===== config.mk =====
export PLATFORM = sky130hd
export DESIGN_NAME = mem_wb_pipe_stage
export DESIGN_NICKNAME = d
export VERILOG_FILES = /design/src/rtl/mem_wb_pipe_stage.sv
export SDC_FILE = /design/constraint.sdc
export NUM_CORES = 1
export LEC_CHECK = 0
export CAP_MARGIN = 20
export CORE_UTILIZATION = 52
export DETAILED_ROUTE_END_ITERATION = 6
export PLACE_DENSITY = 0.85
export SETUP_SLACK_MARGIN = 0.02
export SLEW_MARGIN = 20
export SYNTH_ARGS = -nofsm -noshare
export SYNTH_HDL_FRONTEND = slang
export SYNTH_SLANG_ARGS = --single-unit

===== constraint.sdc =====
create_clock -name clk -period 4.35 [get_ports clk]
set_clock_uncertainty 0.15 [all_clocks]
set_input_delay 1.305 -clock clk [delete_from_list [all_inputs] [get_ports clk]]
set_output_delay 1.305 -clock clk [all_outputs]
set_load 0.1 [all_outputs]

===== src/rtl/mem_wb_pipe_stage.sv =====
// MEM/WB pipeline register with a registered-ready handshake, flush and a 2-entry skid buffer.
// Optional performance counters (stall_cnt, bubble_cnt) are enabled by defining MEM_WB_PERF_CNT_EN.
module mem_wb_pipe_stage #(
  parameter int DATA_W = 32,
  parameter int REG_AW = 5,
  parameter int CTRL_W = 2
`ifdef MEM_WB_PERF_CNT_EN
  , parameter int CNT_W = 16
`endif
) (
  input  logic              clk,
  input  logic              rst,
  input  logic              flush,
  input  logic              in_valid,
  output logic              in_ready,
  input  logic [DATA_W-1:0] in_rd,
  input  logic [DATA_W-1:0] in_alu,
  input  logic [REG_AW-1:0] in_wn,
  input  logic [CTRL_W-1:0] in_ctrl,
  output logic              out_valid,
  input  logic              out_ready,
  output logic [DATA_W-1:0] out_rd,
  output logic [DATA_W-1:0] out_alu,
  output logic [REG_AW-1:0] out_wn,
  output logic [CTRL_W-1:0] out_ctrl
`ifdef MEM_WB_PERF_CNT_EN
  , output logic [CNT_W-1:0] stall_cnt,
  output logic [CNT_W-1:0]   bubble_cnt
`endif
);

  typedef enum logic [1:0] {EMPTY, ONE, FULL} stateT;

  stateT state, stateNext;
  logic  inReadyQ;

  logic [DATA_W-1:0] mainRd, mainAlu, skidRd, skidAlu;
  logic [REG_AW-1:0] mainWn, skidWn;
  logic [CTRL_W-1:0] mainCtrl, skidCtrl;

  logic accept, drain;
  logic loadMainIn, loadMainSkid, loadSkidIn, clrMain, clrSkid;

  always_comb begin
    accept       = in_valid & inReadyQ;
    drain        = (state != EMPTY) & out_ready;
    stateNext    = state;
    loadMainIn   = 1'b0;
    loadMainSkid = 1'b0;
    loadSkidIn   = 1'b0;
    clrMain      = 1'b0;
    clrSkid      = 1'b0;
    case (state)
      EMPTY: begin
        if (accept) begin
          stateNext  = ONE;
          loadMainIn = 1'b1;
        end
      end
      ONE: begin
        if (accept && drain) begin
          loadMainIn = 1'b1;
        end else if (accept) begin
          stateNext  = FULL;
          loadSkidIn = 1'b1;
        end else if (drain) begin
          stateNext = EMPTY;
          clrMain   = 1'b1;
        end
      end
      FULL: begin
        // in_ready is low here, so only a drain can move the state
        if (drain) begin
          stateNext    = ONE;
          loadMainSkid = 1'b1;
          clrSkid      = 1'b1;
        end
      end
      default: begin
        stateNext = EMPTY;
        clrMain   = 1'b1;
        clrSkid   = 1'b1;
      end
    endcase
    if (flush) begin
      stateNext    = EMPTY;
      loadMainIn   = 1'b0;
      loadMainSkid = 1'b0;
      loadSkidIn   = 1'b0;
      clrMain      = 1'b1;
      clrSkid      = 1'b1;
    end
  end

  always_ff @(posedge clk) begin
    if (rst) begin
      state    <= EMPTY;
      inReadyQ <= 1'b1;
      mainRd   <= '0;
      mainAlu  <= '0;
      mainWn   <= '0;
      mainCtrl <= '0;
      skidRd   <= '0;
      skidAlu  <= '0;
      skidWn   <= '0;
      skidCtrl <= '0;
    end else begin
      state    <= stateNext;
      inReadyQ <= (stateNext != FULL);
      if (clrMain) begin
        mainRd   <= '0;
        mainAlu  <= '0;
        mainWn   <= '0;
        mainCtrl <= '0;
      end else if (loadMainIn) begin
        mainRd   <= in_rd;
        mainAlu  <= in_alu;
        mainWn   <= in_wn;
        mainCtrl <= in_ctrl;
      end else if (loadMainSkid) begin
        mainRd   <= skidRd;
        mainAlu  <= skidAlu;
        mainWn   <= skidWn;
        mainCtrl <= skidCtrl;
      end
      if (clrSkid) begin
        skidRd   <= '0;
        skidAlu  <= '0;
        skidWn   <= '0;
        skidCtrl <= '0;
      end else if (loadSkidIn) begin
        skidRd   <= in_rd;
        skidAlu  <= in_alu;
        skidWn   <= in_wn;
        skidCtrl <= in_ctrl;
      end
    end
  end

  // Main register is zeroed on every entry to EMPTY, so a bubble never carries regWrite
  assign in_ready  = inReadyQ;
  assign out_valid = (state != EMPTY);
  assign out_rd    = mainRd;
  assign out_alu   = mainAlu;
  assign out_wn    = mainWn;
  assign out_ctrl  = mainCtrl;

`ifdef MEM_WB_PERF_CNT_EN
  always_ff @(posedge clk) begin
    if (rst) begin
      stall_cnt  <= '0;
      bubble_cnt <= '0;
    end else begin
      if (out_valid && !out_ready && (stall_cnt != {CNT_W{1'b1}}))
        stall_cnt <= stall_cnt + CNT_W'(1);
      if (!out_valid && (bubble_cnt != {CNT_W{1'b1}}))
        bubble_cnt <= bubble_cnt + CNT_W'(1);
    end
  end
`endif

endmodule

==> metrics.txt, run 1 <==
# TYPE chip_impl_metric gauge
chip_impl_info{name="status",value="finished with violations"} 1
chip_impl_info{name="violations",value="design-rule violations"} 1
chip_impl_metric{name="finished_layout_cells",unit=""} 993
chip_impl_metric{name="design.final.nets",unit=""} 920
chip_impl_metric{name="number_of_antenna_violations_at_the_first_check_in_global_routing",unit=""} 0
chip_impl_metric{name="place_hpwl",unit="um"} 9700
chip_impl_metric{name="die-width",unit="um"} 106
chip_impl_metric{name="data_required_time_at_the_worst_endpoint",unit="ps"} 2890
chip_impl_metric{name="cp_data_arrival_time",unit="ps"} 2030
chip_impl_metric{name="floorplan.die.height",unit="um"} 106
chip_impl_metric{name="max_cap_viols",unit=""} 0
chip_impl_metric{name="synth-seq-area-share",unit=""} 0.517
chip_impl_info{name="top_family_by_delay_on_critical_path",value="buffers and inverters"} 1
chip_impl_metric{name="port_buffers",unit=""} 148
chip_impl_info{name="synth.area.top_cells",value="dfxtp_1 (52%), nand2_1 (19%), a31oi_1 (7.9%), a21oi_1 (6.3%), o21ai_0 (4.4%)"} 1
chip_impl_metric{name="fin_crit",unit="ps"} 3490
chip_impl_metric{name="clk_latency",unit="ps"} 510
chip_impl_metric{name="syn2layout_area_growth",unit="%"} 36.6
chip_impl_metric{name="total_power",unit="mW"} 3.18
chip_impl_info{name="worstReg2RegStart",value="state[1]"} 1
chip_impl_metric{name="ys_seq_elements",unit=""} 145
chip_impl_metric{name="ir_drop",unit="mV"} 0.267
chip_impl_metric{name="number_of_global_route_vias_before_repair",unit=""} 5334
chip_impl_metric{name="pin_count",unit=""} 149
chip_impl_metric{name="initial_cell_density_of_the_core",unit=""} 0.539
chip_impl_info{name="cts_tree",value="built"} 1
chip_impl_metric{name="synthesis.yosys.warnings",unit=""} 0
chip_impl_metric{name="postRouteWirelength",unit="um"} 15100
chip_impl_metric{name="finalMaxSlewViolations",unit=""} 0
chip_impl_metric{name="numCtsBuffers",unit=""} 17
chip_impl_metric{name="drc_errors",unit=""} 3
chip_impl_metric{name="slew_headroom",unit=""} 0.325
chip_impl_metric{name="fp.dieArea",unit="sq um"} 11200
chip_impl_metric{name="fin_ws",unit="ps"} 862
chip_impl_metric{name="setup_viol",unit=""} 0
chip_impl_metric{name="fp-row-count",unit=""} 37
chip_impl_metric{name="leakage",unit="nW"} 2.41
chip_impl_metric{name="power.clock.fraction",unit=""} 0.444
chip_impl_metric{name="final.setup.tns",unit="ps"} 0
chip_impl_metric{name="final.hold.worst_slack",unit="ps"} 302
chip_impl_metric{name="grt_max_degree",unit=""} 81
chip_impl_metric{name="post_cts.repair.setup_buffers",unit=""} 0
chip_impl_info{name="startpoint",value="in_ready"} 1
chip_impl_metric{name="power.share.switching",unit=""} 0.270
chip_impl_metric{name="r2r_slack",unit="ps"} 2010
chip_impl_info{name="netlist.top_cell.by_area",value="dfxtp_1"} 1
chip_impl_metric{name="grt_pass1_wl",unit="um"} 24700
chip_impl_info{name="min_from",value="skidAlu[9]"} 1
chip_impl_info{name="crit_path_cell_trace",value="clkdlybuf4s50_1"} 1
chip_impl_metric{name="tritoncts_num_sinks",unit=""} 145
chip_impl_info{name="worst_path_max_delay_cell",value="clkdlybuf4s50_1"} 1
chip_impl_metric{name="ctsLongestPathBuffers",unit=""} 2
chip_impl_metric{name="routabilityCongestion",unit=""} 0.768
chip_impl_metric{name="path_clk_slew",unit="ps"} 60
chip_impl_metric{name="critical_path_buf_inv_count",unit=""} 1
chip_impl_info{name="holdPathEnd",value="skidAlu[9]"} 1
chip_impl_metric{name="p_int",unit="mW"} 2.32
chip_impl_metric{name="post_route_cells_drive_above_1_share",unit=""} 0.0607
chip_impl_info{name="clk_root_buffer_cell",value="clkbuf_8"} 1
chip_impl_metric{name="detail_route.first_pass.iterations",unit=""} 7
chip_impl_metric{name="routed_via_density",unit=""} 5.66
chip_impl_info{name="grt_setup_unrepaired",value="false"} 1
chip_impl_metric{name="netlist-cell-type-count",unit=""} 24
chip_impl_metric{name="syn_avg_cell_area",unit="sq um"} 7.71
chip_impl_metric{name="drt.antenna.violating_nets",unit=""} 0
chip_impl_info{name="worst_setup_path_end_kind",value="output port"} 1
chip_impl_metric{name="detail_route.iter0.violations",unit=""} 407
chip_impl_metric{name="groute.usage.overall",unit=""} 0.274
chip_impl_metric{name="vias",unit=""} 5622
chip_impl_metric{name="syn_nets",unit=""} 804
chip_impl_metric{name="p_comb_frac",unit=""} 0.126
chip_impl_metric{name="num_antenna_cells",unit=""} 0
chip_impl_info{name="timing.setup.critical_path_class",value="reg2out"} 1
chip_impl_metric{name="p_switching",unit="mW"} 0.858
chip_impl_metric{name="post_synth_inst_count",unit=""} 728
chip_impl_metric{name="pwr-share-seq",unit=""} 0.430
chip_impl_info{name="layout_common_cells",value="nand2_1 (286), clkdlybuf4s50_1 (147), dfxtp_1 (145)"} 1
chip_impl_info{name="r2r_end",value="out_rd[20]"} 1
chip_impl_metric{name="number_of_h_tree_levels",unit=""} 4
chip_impl_metric{name="cts_resized",unit=""} 0
chip_impl_metric{name="holdBufCountCts",unit=""} 0
chip_impl_metric{name="overflow",unit=""} 0
chip_impl_metric{name="holdPathStages",unit=""} 2
chip_impl_metric{name="synthesis.area",unit="sq um"} 5610
chip_impl_metric{name="worst-r2r-cell-count",unit=""} 5
chip_impl_metric{name="dpl_worst_slack",unit="ps"} 650
chip_impl_metric{name="fp.coreArea",unit="sq um"} 10400
chip_impl_info{name="timing.hold.worst.class",value="reg2reg"} 1
chip_impl_metric{name="wl_per_cell",unit="um"} 15.2
chip_impl_info{name="mostFrequentLayoutCell",value="nand2_1"} 1
chip_impl_info{name="critical_path.startpoint_type",value="flip-flop"} 1
chip_impl_metric{name="timing_hold_violations_final",unit=""} 0
chip_impl_metric{name="numPlacedInstances",unit=""} 961
chip_impl_metric{name="slowest_delay",unit="ps"} 1170
chip_impl_metric{name="fmax",unit="GHz"} 0.287
chip_impl_metric{name="powerDensity",unit="nW/um^2"} 415
chip_impl_metric{name="netlist.area_leader.share",unit=""} 0.517
chip_impl_metric{name="tightestPinTransition",unit="ps"} 1010
chip_impl_metric{name="cp_max_fo",unit=""} 2
chip_impl_metric{name="layout_worst_path_cycle_share",unit=""} 0.802
cells in the mapped netlist:
cell type / instances
a211o_1: 1
a21oi_1: 71
a31oi_1: 71
a31oi_4: 1
and2_1: 1
buf_2: 5
buf_6: 10
clkbuf_1: 48
dfxtp_1: 145
mux2i_1: 2
nand2_1: 287
nand2b_1: 1
nor2_1: 2
nor2b_1: 1
nor3_2: 1
nor4_1: 1
nor4_2: 1
o21a_1: 1
o21ai_0: 49
o21ai_1: 23
o22ai_1: 1
or2_2: 1
or3_1: 1
or4_1: 3
through the flow:
stage / area [sq um] / utilization
global route: 7660 / 0.736
floorplan: 5610 / -
CTS: 7660 / 0.736
detailed placement: 7080 / 0.680
global placement: 7080 / 0.680
finish: 7660 / 0.736
cells by family (layout without fill, tap and decap cells):
kind of cell    count (synthesis)  count (layout)  share of synthesized area
simple gates                  300             300                      0.208
buf+inv                        63             192                     0.0566
flops                         145             145                      0.517
compound gates                218             218                      0.214
mux                             2               2                    0.00357
state kept, by name, summed over array words and instances (netlist names):
| register | cells |
|---|---|
| out_ctrl | 2 |
| out_wn | 5 |
| skidWn | 5 |
| skidAlu | 32 |
| in_ready | 1 |
| state | 2 |
| out_rd | 32 |
| skidCtrl | 2 |
| out_alu | 32 |
| skidRd | 32 |
per-layer routing:
metal / routed length (um) / GRT usage / up-vias / share of wire
li1: - / - / 2691 / -
met1: 6130 / 0.342 / 2653 / 0.41
met2: 7480 / 0.461 / 258 / 0.50
met3: 1240 / 0.0680 / 20 / 0.082
met4: 207 / 0.0933 / 0 / 0.014
met5: 0 / 0 / - / 0
cell type report:
| type | instances | area (sq um) |
|---|---|---|
| flip-flops and latches | 145 | 2900 |
| fillers | 763 | 2750 |
| multi-input cells | 520 | 2410 |
| repair buffers | 160 | 1590 |
| clock buffers | 19 | 432 |
| well taps | 136 | 170 |
| clock inverters | 13 | 151 |
worst max path at each step:
stage          cells past startpoint  slack (ps)     endpoint
6_report                           1         860     in_ready
5_1_grt                            1         820   out_alu[7]
4_1_cts                            1         850     in_ready
3_5_place_dp                       6         650   out_rd[20]
3_3_place_gp                       6         740   out_rd[20]
2_1_floorplan                      7        1530  out_alu[10]
worst reg2reg max path, stage by stage, from the launching register on:
cell and delay (ps):
dfxtp_1 550, nand2_1 210, or3_2 780, buf_12 310, nand2_1 120, a31oi_1 80
power groups by stage:
stage | combinational [mW] | clock (mW) | sequential [mW]
6_report | 0.401 | 1.41 | 1.37
3_3_place_gp | 0.390 | 0 | 1.40
2_1_floorplan | 0.101 | 0 | 1.55
5_1_grt | 0.420 | 1.50 | 1.37
3_5_place_dp | 0.398 | 0 | 1.40
4_1_cts | 0.400 | 1.43 | 1.37
No activity file was read; power rests on OpenSTA's default activity.
==> inputs of run 2 (changes only) <==
--- a/config.mk
+++ b/config.mk
@@ -6,9 +6,9 @@
 export NUM_CORES = 1
 export LEC_CHECK = 0
 export CAP_MARGIN = 20
-export CORE_UTILIZATION = 52
+export CORE_UTILIZATION = 48
 export DETAILED_ROUTE_END_ITERATION = 6
-export PLACE_DENSITY = 0.85
+export PLACE_DENSITY = 0.79
 export SETUP_SLACK_MARGIN = 0.02
 export SLEW_MARGIN = 20
 export SYNTH_ARGS = -nofsm -noshare
==> constraint.sdc (replaced) <==
create_clock -name clk -period 3.5 [get_ports clk]
set_clock_uncertainty 0.15 [all_clocks]
set_input_delay 1.05 -clock clk [delete_from_list [all_inputs] [get_ports clk]]
set_output_delay 1.05 -clock clk [all_outputs]
set_load 0.1 [all_outputs]
==> run 2 against run 1 <==
  * The run now ends clean
  * Wire length down 1.2%
  * Register-to-register slack worse by 750 ps
  * Flip-flop and latch count unchanged
  * Non-clock buffer count rose by 4
  * Sequential share of layout area is 0.55 points higher
  * Critical path type is now in2reg
  * Critical endpoint is now skidAlu[18]
  * Highest routed layer unchanged
==> metrics.txt, run 2 (synthesis results as in run 1) <==
# TYPE chip_impl_metric gauge
chip_impl_metric{name="finalMaxSlewViolations",unit=""} 0
chip_impl_metric{name="numPlacedInstances",unit=""} 972
chip_impl_metric{name="postRouteWirelength",unit="um"} 14900
chip_impl_metric{name="routabilityCongestion",unit=""} 0.786
chip_impl_info{name="clk_root_buffer_cell",value="clkbuf_16"} 1
chip_impl_metric{name="tritoncts_num_sinks",unit=""} 145
chip_impl_metric{name="leakage",unit="nW"} 2.57
chip_impl_metric{name="cp_data_arrival_time",unit="ps"} 3060
chip_impl_metric{name="clk_latency",unit="ps"} 410
chip_impl_metric{name="port_buffers",unit=""} 148
chip_impl_metric{name="cts_resized",unit=""} 0
chip_impl_info{name="worst_setup_path_end_kind",value="flip-flop"} 1
chip_impl_metric{name="fp-row-count",unit=""} 39
chip_impl_metric{name="holdPathStages",unit=""} 2
chip_impl_info{name="layout_common_cells",value="nand2_1 (286), dfxtp_1 (145), buf_4 (84)"} 1
chip_impl_metric{name="setup_viol",unit=""} 0
chip_impl_metric{name="wl_per_cell",unit="um"} 14.8
chip_impl_metric{name="r2r_slack",unit="ps"} 1260
chip_impl_metric{name="area_used_by_multi_input_combinational_logic",unit="sq um"} 2410
chip_impl_metric{name="fin_crit",unit="ps"} 2940
chip_impl_metric{name="drc_errors",unit=""} 0
chip_impl_metric{name="numCtsBuffers",unit=""} 17
chip_impl_metric{name="post_cts.repair.setup_buffers",unit=""} 0
chip_impl_metric{name="cp_max_fo",unit=""} 46
chip_impl_metric{name="fillers",unit=""} 943
chip_impl_metric{name="finished_layout_cells",unit=""} 1004
chip_impl_metric{name="worst-r2r-cell-count",unit=""} 5
chip_impl_metric{name="detail_route.first_pass.iterations",unit=""} 4
chip_impl_info{name="holdPathEnd",value="skidRd[1]"} 1
chip_impl_metric{name="layout_worst_path_cycle_share",unit=""} 0.839
chip_impl_metric{name="holdBufCountCts",unit=""} 0
chip_impl_metric{name="dpl_worst_slack",unit="ps"} 165
chip_impl_metric{name="powerDensity",unit="nW/um^2"} 525
chip_impl_info{name="grt_setup_unrepaired",value="false"} 1
chip_impl_metric{name="design.final.nets",unit=""} 924
chip_impl_metric{name="vias",unit=""} 5490
chip_impl_info{name="timing.hold.worst.class",value="reg2reg"} 1
chip_impl_info{name="worstReg2RegStart",value="state[0]"} 1
chip_impl_metric{name="layout.area.seq",unit="sq um"} 2900
chip_impl_metric{name="slew_headroom",unit=""} 0.641
chip_impl_metric{name="pin_count",unit=""} 149
chip_impl_metric{name="post_route_cells_drive_above_1_share",unit=""} 0.148
chip_impl_info{name="min_from",value="skidRd[1]"} 1
chip_impl_metric{name="initial_cell_density_of_the_core",unit=""} 0.491
chip_impl_metric{name="groute.usage.overall",unit=""} 0.252
chip_impl_metric{name="syn2layout_area_growth",unit="%"} 34.6
chip_impl_info{name="mostFrequentLayoutCell",value="nand2_1"} 1
chip_impl_info{name="status",value="finished clean"} 1
chip_impl_metric{name="fp.dieArea",unit="sq um"} 12100
chip_impl_metric{name="max_cap_viols",unit=""} 0
chip_impl_metric{name="fp.coreArea",unit="sq um"} 11400
chip_impl_metric{name="number_of_global_route_vias_before_repair",unit=""} 5003
chip_impl_metric{name="place_hpwl",unit="um"} 9300
chip_impl_metric{name="grt_max_degree",unit=""} 81
chip_impl_metric{name="ir_drop",unit="mV"} 0.270
chip_impl_metric{name="path_clk_slew",unit="ps"} 60
chip_impl_info{name="cts_tree",value="built"} 1
chip_impl_metric{name="fin_ws",unit="ps"} 565
chip_impl_metric{name="final.setup.tns",unit="ps"} 0
chip_impl_metric{name="die-width",unit="um"} 110
chip_impl_metric{name="floorplan.die.height",unit="um"} 110
chip_impl_metric{name="tightestPinTransition",unit="ps"} 538
chip_impl_info{name="timing.setup.critical_path_class",value="in2reg"} 1
chip_impl_metric{name="routed_via_density",unit=""} 5.47
chip_impl_metric{name="num_antenna_cells",unit=""} 0
chip_impl_metric{name="drt.antenna.violating_nets",unit=""} 0
chip_impl_metric{name="number_of_antenna_violations_at_the_first_check_in_global_routing",unit=""} 0
chip_impl_metric{name="ctsLongestPathBuffers",unit=""} 2
chip_impl_metric{name="fmax",unit="GHz"} 0.341
chip_impl_metric{name="number_of_h_tree_levels",unit=""} 4
chip_impl_info{name="critical_path.startpoint_type",value="input pin"} 1
chip_impl_metric{name="overflow",unit=""} 0
chip_impl_metric{name="total_power",unit="mW"} 3.97
chip_impl_metric{name="timing_hold_violations_final",unit=""} 0
chip_impl_info{name="r2r_end",value="skidAlu[18]"} 1
chip_impl_metric{name="grt_pass1_wl",unit="um"} 23500
chip_impl_metric{name="detail_route.iter0.violations",unit=""} 361
chip_impl_metric{name="data_required_time_at_the_worst_endpoint",unit="ps"} 3620
==> run 2: cell count changes in the layout (fill, tap and decap cells not counted) <==
cell	change
buf_12	+3
buf_4	+73
clkbuf_1	+1
clkbuf_16	+1
clkbuf_8	-1
clkdlybuf4s50_1	-72
clkinv_2	+2
clkinv_4	-2
clkinvlp_4	+1
inv_6	-1
inv_8	-1
==> run 2: worst max-delay path by stage <==
stage / depth (start not counted) / endpoint / from
5_1_grt: 6 / skidAlu[9] / out_ready
3_3_place_gp: 6 / skidAlu[12] / out_ready
3_5_place_dp: 6 / skidAlu[26] / out_ready
6_report: 6 / skidAlu[18] / out_ready
4_1_cts: 6 / skidAlu[9] / out_ready
2_1_floorplan: 7 / out_alu[10] / in_ready
==> run 2: stage by stage <==
step | utilization | area (sq um) | hold slack (ps)
after detailed placement | 0.611 | 6980 | 298
after floorplan | - | 5610 | 287
after CTS | 0.662 | 7560 | 307
after global placement | 0.611 | 6980 | 292
final | 0.662 | 7560 | 304
after global routing | 0.662 | 7560 | 322
==> run 2: where the power goes <==
| part | total [mW] | internal [mW] | switching [mW] |
|---|---|---|---|
| logic | 0.497 | 0.159 | 0.339 |
| registers | 1.70 | 1.68 | 0.0193 |
| clock network | 1.77 | 1.07 | 0.699 |
| total | 3.97 | 2.91 | 1.06 |
==> run 2: cell type report <==
| cell class | count | area share |
|---|---|---|
| Timing Repair Buffer | 164 | 0.196 |
| Multi-Input combinational cell | 520 | 0.320 |
| Clock buffer | 20 | 0.0591 |
| Tap cell | 143 | 0.0237 |
| Sequential cell | 145 | 0.384 |
| Clock inverter | 12 | 0.0174 |
==> run 2: layer usage <==
layer | track usage | vias to the layer above | wire, um
met5 | 0 | - | 0
li1 | - | 2693 | -
met1 | 0.307 | 2555 | 6400
met3 | 0.0717 | 12 | 1140
met4 | 0.0836 | 0 | 137
met2 | 0.427 | 230 | 7220
==> run 2: critical path, stage by stage <==
cell and delay [ps]:
clkdlybuf4s50_1 560, nand2b_1 270, or4_2 650, buf_4 300
nand2_1 140, a21oi_1 70
